===== src/rtl/pixel_row_scanner.sv =====
`default_nettype none
// ============================================================================
// Module   : pixel_row_scanner
// Purpose  : Scans one row of ROWS pixels. For each pixel it:
//              1. drives the mux select and waits SETTLE cycles,
//              2. requests a SAR conversion and waits for adc_done,
//                 giving up after TIMEOUT cycles,
//              3. presents the code on a valid/ready output.
//            After the last pixel has been accepted it pulses frame_done.
//            An ADC timeout substitutes an all-ones code and raises a sticky
//            error flag, which is cleared by the next start or by reset.
// Ports    : clk            - clock, rising edge
//            reset          - synchronous active-high reset
//            start          - frame request, sampled only while idle
//            decoder_select - pixel index driven to the analog mux
//            adc_enable     - conversion request to the ADC
//            adc_data       - ADC result, valid with adc_done
//            adc_done       - ADC conversion complete
//            out_data       - captured pixel code
//            out_index      - pixel index of out_data
//            out_valid      - out_data/out_index valid
//            out_ready      - downstream accepts the current beat
//            busy           - high whenever a frame is in progress
//            frame_done     - one-cycle pulse after the last beat is accepted
//            timeout_err    - sticky ADC timeout flag
// Revision : 1.0 - initial release
// ============================================================================
module pixel_row_scanner #(
    parameter int ROWS       = 4,
    parameter int WIDTH      = 2,
    parameter int RESOLUTION = 8,
    parameter int SETTLE     = 2,
    parameter int TIMEOUT    = 64
) (
    input  logic                  clk,
    input  logic                  reset,
    input  logic                  start,
    output logic [WIDTH-1:0]      decoder_select,
    output logic                  adc_enable,
    input  logic [RESOLUTION-1:0] adc_data,
    input  logic                  adc_done,
    output logic [RESOLUTION-1:0] out_data,
    output logic [WIDTH-1:0]      out_index,
    output logic                  out_valid,
    input  logic                  out_ready,
    output logic                  busy,
    output logic                  frame_done,
    output logic                  timeout_err
);

    // One counter serves both the settle phase (up to 255) and the
    // conversion watchdog (up to 1023).
    localparam int                 c_CNT_W      = 10;
    localparam logic [c_CNT_W-1:0] c_SETTLE_END = c_CNT_W'(SETTLE - 1);
    localparam logic [c_CNT_W-1:0] c_TMO_END    = c_CNT_W'(TIMEOUT - 1);
    localparam logic [WIDTH-1:0]   c_LAST_IDX   = WIDTH'(ROWS - 1);

    localparam logic [2:0] c_IDLE    = 3'd0;
    localparam logic [2:0] c_SETTLE  = 3'd1;
    localparam logic [2:0] c_CONVERT = 3'd2;
    localparam logic [2:0] c_HOLD    = 3'd3;
    localparam logic [2:0] c_DONE    = 3'd4;

    logic [2:0]            r_state;
    logic [2:0]            w_state_nxt;
    logic [c_CNT_W-1:0]    r_cnt;
    logic [WIDTH-1:0]      r_index;
    logic [RESOLUTION-1:0] r_out_data;
    logic [WIDTH-1:0]      r_out_index;
    logic                  r_out_valid;
    logic                  r_timeout_err;

    logic w_frame_start;
    logic w_capture;
    logic w_timeout;
    logic w_accept;
    logic w_last;

    assign w_last = (r_index == c_LAST_IDX);

    // ------------------------------------------------------------------
    // State register
    // ------------------------------------------------------------------
    always_ff @(posedge clk) begin
        if (reset) begin
            r_state <= c_IDLE;
        end else begin
            r_state <= w_state_nxt;
        end
    end

    // ------------------------------------------------------------------
    // Next-state and transition strobes
    // ------------------------------------------------------------------
    always_comb begin
        w_state_nxt   = r_state;
        w_frame_start = 1'b0;
        w_capture     = 1'b0;
        w_timeout     = 1'b0;
        w_accept      = 1'b0;
        case (r_state)
            c_IDLE: begin
                if (start) begin
                    w_frame_start = 1'b1;
                    w_state_nxt   = c_SETTLE;
                end
            end
            c_SETTLE: begin
                if (r_cnt == c_SETTLE_END) begin
                    w_state_nxt = c_CONVERT;
                end
            end
            c_CONVERT: begin
                // A done arriving on the watchdog's final cycle still wins,
                // so the real code is kept and no error is flagged.
                if (adc_done) begin
                    w_capture   = 1'b1;
                    w_state_nxt = c_HOLD;
                end else if (r_cnt == c_TMO_END) begin
                    w_capture   = 1'b1;
                    w_timeout   = 1'b1;
                    w_state_nxt = c_HOLD;
                end
            end
            c_HOLD: begin
                if (r_out_valid && out_ready) begin
                    w_accept    = 1'b1;
                    w_state_nxt = w_last ? c_DONE : c_SETTLE;
                end
            end
            c_DONE: begin
                w_state_nxt = c_IDLE;
            end
            default: begin
                w_state_nxt = c_IDLE;
            end
        endcase
    end

    // ------------------------------------------------------------------
    // Datapath
    // ------------------------------------------------------------------
    always_ff @(posedge clk) begin
        if (reset) begin
            r_cnt         <= '0;
            r_index       <= '0;
            r_out_data    <= '0;
            r_out_index   <= '0;
            r_out_valid   <= 1'b0;
            r_timeout_err <= 1'b0;
        end else begin
            // Phase counter restarts on every state change and only runs
            // in the two timed phases.
            if (w_state_nxt != r_state) begin
                r_cnt <= '0;
            end else if (r_state == c_SETTLE || r_state == c_CONVERT) begin
                r_cnt <= r_cnt + c_CNT_W'(1);
            end

            if (w_frame_start) begin
                r_index       <= '0;
                r_timeout_err <= 1'b0;
            end

            if (w_capture) begin
                r_out_data  <= w_timeout ? {RESOLUTION{1'b1}} : adc_data;
                r_out_index <= r_index;
                r_out_valid <= 1'b1;
                if (w_timeout) begin
                    r_timeout_err <= 1'b1;
                end
            end

            if (w_accept) begin
                r_out_valid <= 1'b0;
                // The index parks on the last pixel rather than wrapping.
                if (!w_last) begin
                    r_index <= r_index + WIDTH'(1);
                end
            end
        end
    end

    // ------------------------------------------------------------------
    // Outputs
    // ------------------------------------------------------------------
    assign decoder_select = r_index;
    assign adc_enable     = (r_state == c_CONVERT);
    assign busy           = (r_state != c_IDLE);
    assign frame_done     = (r_state == c_DONE);
    assign out_data       = r_out_data;
    assign out_index      = r_out_index;
    assign out_valid      = r_out_valid;
    assign timeout_err    = r_timeout_err;

endmodule
`default_nettype wire


===== config.mk =====
export PLATFORM = sky130hd
export DESIGN_NAME = pixel_row_scanner
export DESIGN_NICKNAME = d
export VERILOG_FILES = /design/src/rtl/pixel_row_scanner.sv
export SDC_FILE = /design/constraint.sdc
export NUM_CORES = 1
export LEC_CHECK = 0
export BUFFER_PORTS_ARGS = -buffer_cell sky130_fd_sc_hd__buf_2
export CAP_MARGIN = 25
export CORE_MARGIN = 1
export CORE_UTILIZATION = 40
export CTS_CLUSTER_DIAMETER = 120
export CTS_CLUSTER_SIZE = 40
export DETAILED_ROUTE_END_ITERATION = 10
export GPL_TIMING_DRIVEN = 0
export SETUP_SLACK_MARGIN = 0.2
export SYNTH_ARGS = -nofsm -noshare
export SYNTH_HDL_FRONTEND = slang
export SYNTH_SLANG_ARGS = --single-unit

===== constraint.sdc =====
create_clock -name clk -period 3.15 [get_ports clk]
set_input_delay 0.315 -clock clk [delete_from_list [all_inputs] [get_ports clk]]
set_output_delay 0.315 -clock clk [all_outputs]
set_load 0.02 [all_outputs]

==> results of run 1 <==
cells by family after synthesis:
| group | count (synthesis) | share of synthesized area |
|---|---|---|
| and+or+nand+nor | 66 | 0.310 |
| DFF | 27 | 0.402 |
| xor gates and xnor gates | 9 | 0.0726 |
| muxes | 1 | 0.00837 |
| AOI/OAI and AO/OA | 20 | 0.107 |
| adders and majority gates | 3 | 0.0279 |
| buffers and inverters | 18 | 0.0726 |
per-layer routing:
metal  vias to the layer above  wire (microns)  GRT usage
li1                        582               -          -
met3                         2             121     0.0325
met4                         0              14     0.0565
met1                       552            1450      0.262
met5                         -               0          0
met2                        25            1270      0.275
flip-flops by register name, summed over array words and instances (netlist names):
name,cells
r_cnt,10
out_data,8
r_state,3
decoder_select,2
out_index,2
out_valid,1
timeout_err,1
metrics by stage:
| step | utilization | total power, mW |
|---|---|---|
| finish | 0.502 | 0.592 |
| global route | 0.502 | 0.620 |
| CTS | 0.502 | 0.598 |
| detailed placement | 0.494 | 0.446 |
| global placement | 0.494 | 0.444 |
| floorplan | - | 0.421 |
layout make-up:
class                      instances  area share
clock buffer                       4      0.0167
timing repair buffer              29      0.0924
tap                               44      0.0350
inverter                          10      0.0239
sequential                        27       0.344
multi-input combinational         99       0.450
buffer                             8      0.0382
tightest hold or removal path, cell delays in order:
cell,delay (ns)
buf_2,0.09
nor2_1,0.09
a211oi_1,0.05
how the worst max path moves through the flow:
stage / to / slack [ns]
floorplan: out_data[0] / 1.57
CTS: busy / 1.39
global placement: r_cnt[1] / 1.46
detailed placement: r_cnt[1] / 1.43
finish: busy / 1.41
global route: busy / 1.33
cells in the final DEF (no fill, tap or decap), types with 2 or more instances in the layout:
master / count
nor2_1: 12
and2_1: 2
clkbuf_1: 5
buf_2: 29
ha_1: 3
nand2_1: 6
buf_6: 4
o21ai_0: 3
dfxtp_1: 27
nor4b_1: 2
and3_1: 3
nor3b_1: 4
nor3_1: 12
nand3b_1: 2
a211oi_1: 10
nand2b_1: 2
nand3_1: 2
nand4_1: 4
inv_1: 10
clkbuf_4: 3
xnor2_1: 7
a21oi_1: 2
nand4b_1: 3
nor2b_1: 2
power by group:
part | internal, mW | leakage [nW] | switching, mW | total (mW)
Combinational | 0.0352 | 0.362 | 0.0496 | 0.0848
Clock | 0.0495 | 0.0150 | 0.104 | 0.153
Sequential | 0.349 | 0.218 | 0.00517 | 0.354
Total | 0.433 | 0.595 | 0.159 | 0.592
==> metrics.md, run 1 <==
| Metric | Value |
|---|---|
| Final Wtd Congestion | `approximately 0.76` |
| Via-per-instance ratio | `approximately 5.3` |
| Post-synthesis sequential element count | `27` |
| Share of synthesized flip-flops with an asynchronous set or reset | `0` |
| Maximum cell stage delay along the critical path | `between 0.4 and 0.5 ns` |
| Max-cap violation count | `0` |
| Clock latency reported for the late side of the worst-skew pair | `0.32 ns` |
| Final setup violation count | `0` |
| Post-CTS setup buffer count | `0` |
| Worst Hold Path Cells | `3` |
| Worst setup path category | `reg2out` |
| Actual transition at the worst max-transition pin | `between 0.4 and 0.5 ns` |
| Ant. Diodes | `0` |
| Post-cts sizing count | `0` |
| Unrepaired setup endpoints after global routing | `no` |
| Net count after synthesis | `160` |
| Initial DRC Count | `70` |
| Count of synthesis-stage warnings from yosys | `0` |
| Setup slack after placement | `about 1.4 ns` |
| Via count of the first global-routing pass | `1096` |
| Sequential Area | `roughly 540 sq um` |
| CP max-delay cell | `or3_2` |
| Launch instance of the worst min-delay path | `adc_data[7]` |
| Layout filler cell count | `around 320` |
| Worst clock skew on the final layout | `between 0.006 and 0.007 ns` |
| Hold slack final | `around 0.26 ns` |
| Core Region | `~3100 sq um` |
| Minimum period implied by the final worst setup slack | `roughly 1.7 ns` |
| Stages on the worst setup path | `3` |
| Number of cells in the design after placement | `217` |
| Status | `complete, no violations` |
| Vertical extent of the die | `approximately 60 microns` |
| Remaining DRCs | `0` |
| Gate count after technology mapping | `approximately 140` |
| Max clock buf depth | `2` |
| Rel. slew slack | `0.671` |
| Initial Utilization | `0.430` |
| Final hold violations | `0` |
| Pin count of the biggest net entering global routing | `15` |
| Fraction of post-synthesis cell area in the top cell type by area | `0.402` |
| Horizontal die dimension | `approximately 60 microns` |
| Layout cells sized above 1 | `0.260` |
| R2R Path Start | `r_state[0]` |
| Number of synthesized flops with an enable pin | `0` |
| Post-synthesis instance area | `around 1300 sq um` |
| Max-slew violations | `0` |
| Final worst-path cycle share | `0.552` |
| Largest voltage drop on the vdd net | `~210 uV` |
| Final setup margin | `~1.4 ns` |
| Setup TNS Final | `0 ns` |
| Port-buffer cells | `29` |
| Reg-to-reg critical path endpoint | `r_cnt[1]` |
| Critical Path Sink Type | `output port` |
| Fmax | `575 MHz` |
| CTS tree | `done` |
| Post-cts hold buffer count | `0` |
| I/O pin cnt | `30` |
| Depth of the worst register-to-register path | `5` |
| Top post-synthesis cells by area | `dfxtp_1 40%, a211oi_1 5.6%, xnor2_1 4.6%` |
| Count of non-filler cells in the finished layout | `about 220` |
| Count of different cell masters after synthesis | `40` |
| Standard cell area after detailed placement | `1550 sq um` |
| Overall die area | `between 3000 and 4000 sq um` |
| Remaining global-route overflow | `0` |
| Most instantiated flip-flop cell in the synthesis netlist | `dfxtp_1` |
| Vias after detailed routing | `roughly 1200` |
| Endpoint with the worst hold slack | `out_data[7]` |
| Setup slack, reg-to-reg | `roughly 1.4 ns` |
| Count of clock tree sinks | `27` |
| CTS Root Cell | `clkbuf_4` |
| Most common library cells after synthesis | `27 x dfxtp_1, 12 x nor2_1, 12 x nor3_1, 10 x a211oi_1, 10 x inv_1` |
| Cell Chain, Critical Path | `buf_6 -> or3_2 -> buf_2` |
| HP Class | `in2reg` |
| WL/cell | `approximately 13 microns` |
| CP Launch Type | `flop` |
| Hpwl dp | `~2100 microns` |
| First-pass GRT wire length | `~4900 microns` |
| Startpoint of the worst setup timing path | `r_state[2]` |
| Routed wire length | `~2900 microns` |
| Final Instance Area | `1570 sq um` |
| Cell type with the highest aggregate area in the netlist | `dfxtp_1` |
| Highest net fanout along the worst path | `10` |
| Sequential element share of the synthesized area | `0.402` |
| Synth-to-Final Area Change | `16.8%` |
| H-tree level count | `1` |
| Kind of cell adding the most delay to the critical path | `simple AND/OR/NAND/NOR gates` |
| Power Dens Cells | `around 380 nW/um^2` |
| Average instance area after synthesis | `9.34 sq um` |
| CP required | `about 2.8 ns` |
| Antenna violations before repair | `0` |
| Signal arrival time at the worst endpoint | `1.43 ns` |
| TritonCTS Buffers | `3` |
| Number of detailed-route iterations in the first pass | `4` |
| Buffers and inverters on the worst path | `2` |
| Net count, final | `~190` |
| Worst-path clk slew | `around 0.14 ns` |
| Number of nets with antenna violations after detailed routing | `0` |
| Static leakage power | `0.595 nW` |
| Number of core rows | `20` |
| Cell with the most instances after synthesis | `dfxtp_1` |
| Area of the multi-input gates | `between 700 and 800 sq um` |
| Tot GR Track Use | `0.182` |
Note: power is estimated with default switching activity, not from simulation.
==> inputs of run 2 (changes only) <==
==> constraint.sdc (replaced) <==
create_clock -name clk -period 1.5 [get_ports clk]
set_input_delay 0.15 -clock clk [delete_from_list [all_inputs] [get_ports clk]]
set_output_delay 0.15 -clock clk [all_outputs]
set_load 0.02 [all_outputs]
==> metrics.md, run 2 (synthesized netlist as in run 1, its figures left out) <==
| Metric | Value |
|---|---|
| Port-buffer cells | `29 (unchanged)` |
| Startpoint of the worst setup timing path | `r_state[2] (unchanged)` |
| Setup TNS Final | `-0.635 ns (was 0 ns)` |
| Max-cap violation count | `0 (unchanged)` |
| Number of flip-flops in the largest register | `10 (unchanged)` |
| Vertical extent of the die | `60.0 microns (unchanged)` |
| Hpwl dp | `2170 microns (was 2100 microns)` |
| Failing checks | `negative setup slack` |
| Remaining global-route overflow | `0 (unchanged)` |
| Highest net fanout along the worst path | `6 (was 10)` |
| Clock latency reported for the late side of the worst-skew pair | `0.32 ns (about the same)` |
| Net count, final | `208 (was 194)` |
| Initial Utilization | `0.430 (unchanged)` |
| Number of nets with antenna violations after detailed routing | `0 (unchanged)` |
| CP max-delay cell | `dfxtp_2 (was or3_2)` |
| Minimum period implied by the final worst setup slack | `about 1.6 ns` |
| Critical Path Sink Type | `flop (was output port)` |
| Tot GR Track Use | `0.194 (was 0.182)` |
| CP required | `1.75 ns (was 2.83 ns)` |
| Rel. slew slack | `0.494 (was 0.671)` |
| Max clock buf depth | `2 (unchanged)` |
| Initial DRC Count | `49 (was 70)` |
| Pin count of the biggest net entering global routing | `15 (unchanged)` |
| CTS tree | `done (unchanged)` |
| Worst setup path category | `reg2reg (was reg2out)` |
| Core Region | `3130 sq um (unchanged)` |
| Horizontal die dimension | `60.0 microns (unchanged)` |
| I/O pin cnt | `30 (unchanged)` |
| Unrepaired setup endpoints after global routing | `yes (was no)` |
| HP Class | `in2reg (unchanged)` |
| Worst-path clk slew | `0.15 ns (was 0.14 ns)` |
| Design Power | `1.31 mW (was 0.592 mW)` |
| Final standard cell utilization of the core | `0.612 (was 0.502)` |
| CTS Root Cell | `clkbuf_4 (unchanged)` |
| Final worst-path cycle share | `1.06` |
| Hold slack final | `0.115 ns (was 0.260 ns)` |
| DR top layer | `met4 (unchanged)` |
| Synth-to-Final Area Change | `42.2% (was 16.8%)` |
| Final setup violation count | `14 (was 0)` |
| Cell Chain, Critical Path | `buf_6 -> nor3b_4 -> nand4_4 -> and2_4 -> clkbuf_16 -> a211oi_2 (was buf_6 -> or3_2 -> buf_2)` |
| Final hold violations | `0 (unchanged)` |
| Max-slew violations | `0 (unchanged)` |
| Layout filler cell count | `269 (was 319)` |
| Vias after detailed routing | `1296 (was 1161)` |
| Met2 wirelength from detailed routing | `1890 microns (was 1270 microns)` |
| Number of core rows | `20 (unchanged)` |
| Wire length on met1 | `1440 microns (was 1450 microns)` |
| H-tree level count | `1 (unchanged)` |
| Most frequent standard cell in the layout excluding fill and tap cells | `buf_2 (unchanged)` |
| Highest-count cells in the layout ignoring fill and taps | `26 x buf_2, 21 x dfxtp_1, 13 x buf_4 (was 29 x buf_2, 27 x dfxtp_1, 12 x nor3_1, 12 x nor2_1)` |
| Setup slack after placement | `-0.163 ns (was 1.43 ns)` |
| R2R Path Start | `r_state[2] (was r_state[0])` |
| Final setup margin | `-0.0960 ns (was 1.41 ns)` |
| Worst clock skew on the final layout | `0.00638 ns (was 0.00640 ns)` |
| Ant. Diodes | `0 (unchanged)` |
| Signal arrival time at the worst endpoint | `1.85 ns (was 1.43 ns)` |
| Static leakage power | `0.743 nW (was 0.595 nW)` |
| Maximum cell stage delay along the critical path | `0.35 ns (was 0.46 ns)` |
| Met3 routed wirelength | `146 microns (was 121 microns)` |
| Power Dens Cells | `685 nW/um^2 (was 377 nW/um^2)` |
| CP Launch Type | `flop (unchanged)` |
| Launch instance of the worst min-delay path | `reset (was adc_data[7])` |
| TritonCTS Buffers | `3 (unchanged)` |
| Number of detailed-route iterations in the first pass | `4 (unchanged)` |
| Overall die area | `3600 sq um (unchanged)` |
| WL/cell | `15.0 microns (was 12.9 microns)` |
| Actual transition at the worst max-transition pin | `0.759 ns (was 0.493 ns)` |
| Antenna violations before repair | `0 (unchanged)` |
| Largest voltage drop on the vdd net | `331 uV (was 214 uV)` |
| Status | `complete, but fails checks (was complete, no violations)` |
| First-pass GRT wire length | `5310 microns (was 4940 microns)` |
| Final Wtd Congestion | `0.772 (was 0.763)` |
| Post-cts hold buffer count | `0 (unchanged)` |
| Fmax | `roughly 630 MHz` |
| Via-per-instance ratio | `5.51 (was 5.25)` |
| Via count of the first global-routing pass | `1176 (was 1096)` |
| Remaining DRCs | `0 (unchanged)` |
| Count of clock tree sinks | `27 (unchanged)` |
| Most flops, register | `r_cnt (unchanged)` |
| Routed wire length | `3520 microns (was 2850 microns)` |
| Layout cells sized above 1 | `0.497 (was 0.260)` |
run 2: worst max-delay path: cells and delay by family, from the launching register on:
family,cells,cell delay [ns]
buffers and inverters,2,0.29
AOI/OAI and AO/OA,1,0.17
DFF,1,0.35
and+or+nand+nor,3,0.70
run 2: area by class of cell:
class | instances | area (sq um) | area share
Clock buffer | 4 | 26.3 | 0.0137
Timing Repair Buffer | 43 | 287 | 0.150
Multi-Input combinational cell | 99 | 868 | 0.454
Inverter | 10 | 37.5 | 0.0196
Sequential cell | 27 | 548 | 0.286
Tap cell | 44 | 55.1 | 0.0288
Buffer | 8 | 91.3 | 0.0477
run 2: worst paths after layout:
check                endpoint  slack, ns  cells past startpoint
setup reg to reg  out_data[6]       -0.1                      6
hold / removal       r_cnt[1]       0.11                      4
setup / recovery  out_data[6]       -0.1                      6
hold reg to reg   out_data[2]       0.48                      2
run 2: per-stage QoR:
step / area (sq um) / std cells
floorplan: 1390 / 144
global placement: 1590 / 217
detailed placement: 1590 / 217
CTS: 1770 / 229
global route: 1910 / 235
finish: 1910 / 235
run 2: timing repair:
action | CTS | global route
gates cloned | 0 | 1
endpoints found under the setup margin | 29 | 29
setup buffers | 8 | 5
hold endpoints to repair | 0 | 0
gates resized for setup | 28 | 22
pin swaps | 11 | 11
run 2: per-layer routing:
layer | global-route usage | vias up
met1 | 0.252 | 636
met3 | 0.0216 | 8
met5 | 0 | -
li1 | - | 607
met2 | 0.337 | 45
met4 | 0.0565 | 0
run 2: power by group:
| group | switching (mW) | leakage, nW | total (mW) | internal [mW] |
|---|---|---|---|---|
| Combinational | 0.133 | 0.507 | 0.249 | 0.117 |
| Sequential | 0.0118 | 0.221 | 0.746 | 0.734 |
| Clock | 0.211 | 0.0150 | 0.315 | 0.104 |
==> inputs of run 3 (changes only) <==
--- a/config.mk
+++ b/config.mk
@@ -13,6 +13,7 @@
 export CTS_CLUSTER_SIZE = 40
 export DETAILED_ROUTE_END_ITERATION = 10
 export GPL_TIMING_DRIVEN = 0
+export PLACE_DENSITY = 0.63
 export SETUP_SLACK_MARGIN = 0.2
 export SYNTH_ARGS = -nofsm -noshare
 export SYNTH_HDL_FRONTEND = slang
==> metrics.md, run 3 (synthesized netlist as in run 1, its figures left out) <==
| Metric | Value |
|---|---|
| Ant. Diodes | `0 (unchanged)` |
| Final setup margin | `-0.0917 ns (was -0.0960 ns)` |
| I/O pin cnt | `30 (unchanged)` |
| Kind of cell adding the most delay to the critical path | `simple AND/OR/NAND/NOR gates (unchanged)` |
| Critical Path Sink Type | `flop (unchanged)` |
| Hpwl dp | `2050 microns (was 2170 microns)` |
| CP max-delay cell | `dfxtp_4 (was dfxtp_2)` |
| Fmax | `628 MHz (was 627 MHz)` |
| Max-cap violation count | `0 (unchanged)` |
| Antenna violations before repair | `0 (unchanged)` |
| H-tree level count | `1 (unchanged)` |
| Synth-to-Final Area Change | `48.8% (was 42.2%)` |
| Net count, final | `214 (was 208)` |
| Count of non-filler cells in the finished layout | `241 (was 235)` |
| Final hold violations | `0 (unchanged)` |
| Design Power | `1.36 mW (was 1.31 mW)` |
| Worst clock skew on the final layout | `0.00794 ns (was 0.00638 ns)` |
| Gate power share | `0.199 (was 0.190)` |
| HP Class | `in2reg (unchanged)` |
| Number of cells in the design after placement | `217 (unchanged)` |
| Pin count of the biggest net entering global routing | `17 (was 15)` |
| Final Wtd Congestion | `0.841 (was 0.772)` |
| Switching fraction of total power | `0.294 (was 0.271)` |
| Final Instance Area | `2000 sq um (was 1910 sq um)` |
| Horizontal die dimension | `60.0 microns (unchanged)` |
| Internal power component | `0.962 mW (was 0.955 mW)` |
| Setup TNS Final | `-1.08 ns (was -0.635 ns)` |
| Number of detailed-route iterations in the first pass | `4 (unchanged)` |
| Highest net fanout along the worst path | `5 (was 6)` |
| Layout cells sized above 1 | `0.569 (was 0.497)` |
| Switching power | `0.400 mW (was 0.356 mW)` |
| Actual transition at the worst max-transition pin | `0.657 ns (was 0.759 ns)` |
| Cell Chain, Critical Path | `nor4_4 -> buf_4 -> nand4_1 -> nand2_2 -> buf_6 -> nor3_2 (was buf_6 -> nor3b_4 -> nand4_4 -> and2_4 -> clkbuf_16 -> a211oi_2)` |
| First-pass GRT wire length | `4950 microns (was 5310 microns)` |
| Standard cell area after detailed placement | `1590 sq um (unchanged)` |
| Number of nets with antenna violations after detailed routing | `0 (unchanged)` |
| Worst setup path category | `reg2reg (unchanged)` |
| CP Launch Type | `flop (unchanged)` |
| Minimum period implied by the final worst setup slack | `1.59 ns (was 1.60 ns)` |
| Count of clock tree sinks | `27 (unchanged)` |
| Via-per-instance ratio | `5.19 (was 5.51)` |
| Routed wire length | `3400 microns (was 3520 microns)` |
| Core Region | `3130 sq um (unchanged)` |
| Post-cts hold buffer count | `0 (unchanged)` |
| Maximum cell stage delay along the critical path | `0.39 ns (was 0.35 ns)` |
| Rel. slew slack | `0.562 (was 0.494)` |
| Sequential share of power | `0.546 (was 0.569)` |
| Remaining global-route overflow | `0 (unchanged)` |
| Number of flip-flops in the largest register | `10 (unchanged)` |
| Clock latency reported for the late side of the worst-skew pair | `0.34 ns (was 0.32 ns)` |
| CTS Root Cell | `clkbuf_4 (unchanged)` |
| Signal arrival time at the worst endpoint | `1.84 ns (was 1.85 ns)` |
| Worst-path clk slew | `0.16 ns (was 0.15 ns)` |
| Final setup violation count | `20 (was 14)` |
| Largest voltage drop on the vdd net | `412 uV (was 331 uV)` |
| Initial Utilization | `0.430 (unchanged)` |
| Max clock buf depth | `2 (unchanged)` |
| Overall die area | `3600 sq um (unchanged)` |
| CP required | `1.75 ns (about the same)` |
| WL/cell | `14.1 microns (was 15.0 microns)` |
| Static leakage power | `0.767 nW (was 0.743 nW)` |
| Unrepaired setup endpoints after global routing | `yes (unchanged)` |
| Via count of the first global-routing pass | `1139 (was 1176)` |
| Clock power frac | `0.254 (was 0.240)` |
| Most frequent standard cell in the layout excluding fill and tap cells | `buf_2 (unchanged)` |
| Status | `complete, but fails checks (unchanged)` |
| Number of core rows | `20 (unchanged)` |
| TritonCTS Buffers | `3 (unchanged)` |
| Remaining DRCs | `0 (unchanged)` |
| Initial DRC Count | `12 (was 49)` |
| Port-buffer cells | `29 (unchanged)` |
| Power Dens Cells | `680 nW/um^2 (was 685 nW/um^2)` |
| Tot GR Track Use | `0.183 (was 0.194)` |
| Most flops, register | `r_cnt (unchanged)` |
| Vertical extent of the die | `60.0 microns (unchanged)` |
| Buffers and inverters on the worst path | `2 (unchanged)` |
| Final worst-path cycle share | `1.06 (about the same)` |
| Vias after detailed routing | `1251 (was 1296)` |
| Failing checks | `negative setup slack (unchanged)` |
| CTS tree | `done (unchanged)` |
| Highest-count cells in the layout ignoring fill and taps | `27 x buf_2, 19 x dfxtp_1, 13 x buf_4, 11 x buf_6, 11 x a211oi_2 (was 26 x buf_2, 21 x dfxtp_1, 13 x buf_4)` |
| Max-slew violations | `0 (unchanged)` |
-- run 3: cell types whose count changed in the layout (fill, tap and decap cells not counted), moves of 2 or more --
cell | previous run | this run
nor3_1 | 11 | 2
a21oi_1 | 0 | 2
nor3_2 | 0 | 9
dfxtp_1 | 21 | 19
buf_6 | 6 | 11
a21oi_2 | 2 | 0
-- run 3: worst reg2reg max path: stages, from the launching register on --
cell and delay [ns]:
dfxtp_4 0.39, nor4_4 0.38, buf_4 0.20, nand4_1 0.13, nand2_2 0.19, buf_6 0.16
nor3_2 0.04
-- run 3: worst paths after layout --
kind / to / cells past startpoint / slack (ns) / from
setup / recovery: r_cnt[7] / 6 / -0.09 / r_cnt[6]
hold / removal: out_data[7] / 3 / 0.1 / adc_data[7]
setup reg to reg: r_cnt[7] / 6 / -0.09 / r_cnt[6]
hold reg to reg: out_data[4] / 2 / 0.48 / out_data[4]
-- run 3: per-layer routing --
layer | track usage | share of wire | vias to the layer above
met4 | 0.0797 | 0.018 | 0
met5 | 0 | 0 | -
met1 | 0.218 | 0.45 | 601
met3 | 0.0260 | 0.024 | 5
met2 | 0.325 | 0.51 | 25
li1 | - | - | 620
-- run 3: what timing repair did --
item,CTS,global route
resized for setup,28,36
buffers inserted,11,8
gates cloned,1,0
endpoints found under the setup margin,29,30
pin swaps,11,17
-- run 3: layout make-up --
class | instances | area (sq um)
fill | 265 | 1130
multi-input combinational | 99 | 898
sequential | 27 | 553
timing repair buffer | 49 | 334
buffer | 8 | 93.8
tap | 44 | 55.1
inverter | 10 | 37.5
clock buffer | 3 | 22.5
clock inverter | 1 | 7.51
-- run 3: through the flow --
stage / util / hold slack (ns) / setup WS (ns)
2_1_floorplan: - / 0.333 / -0.0468
3_3_place_gp: 0.508 / 0.444 / -0.157
3_5_place_dp: 0.508 / 0.450 / -0.184
4_1_cts: 0.577 / 0.0919 / -0.0315
5_1_grt: 0.640 / 0.0856 / -0.173
6_report: 0.640 / 0.0999 / -0.0917
-- run 3: power groups by stage --
stage          combinational (mW)  clock (mW)  sequential, mW
2_1_floorplan               0.127           0           0.763
3_3_place_gp                0.178           0           0.758
6_report                    0.271       0.347           0.744
4_1_cts                     0.221       0.352           0.746
5_1_grt                     0.291       0.384           0.746
3_5_place_dp                0.184           0           0.759
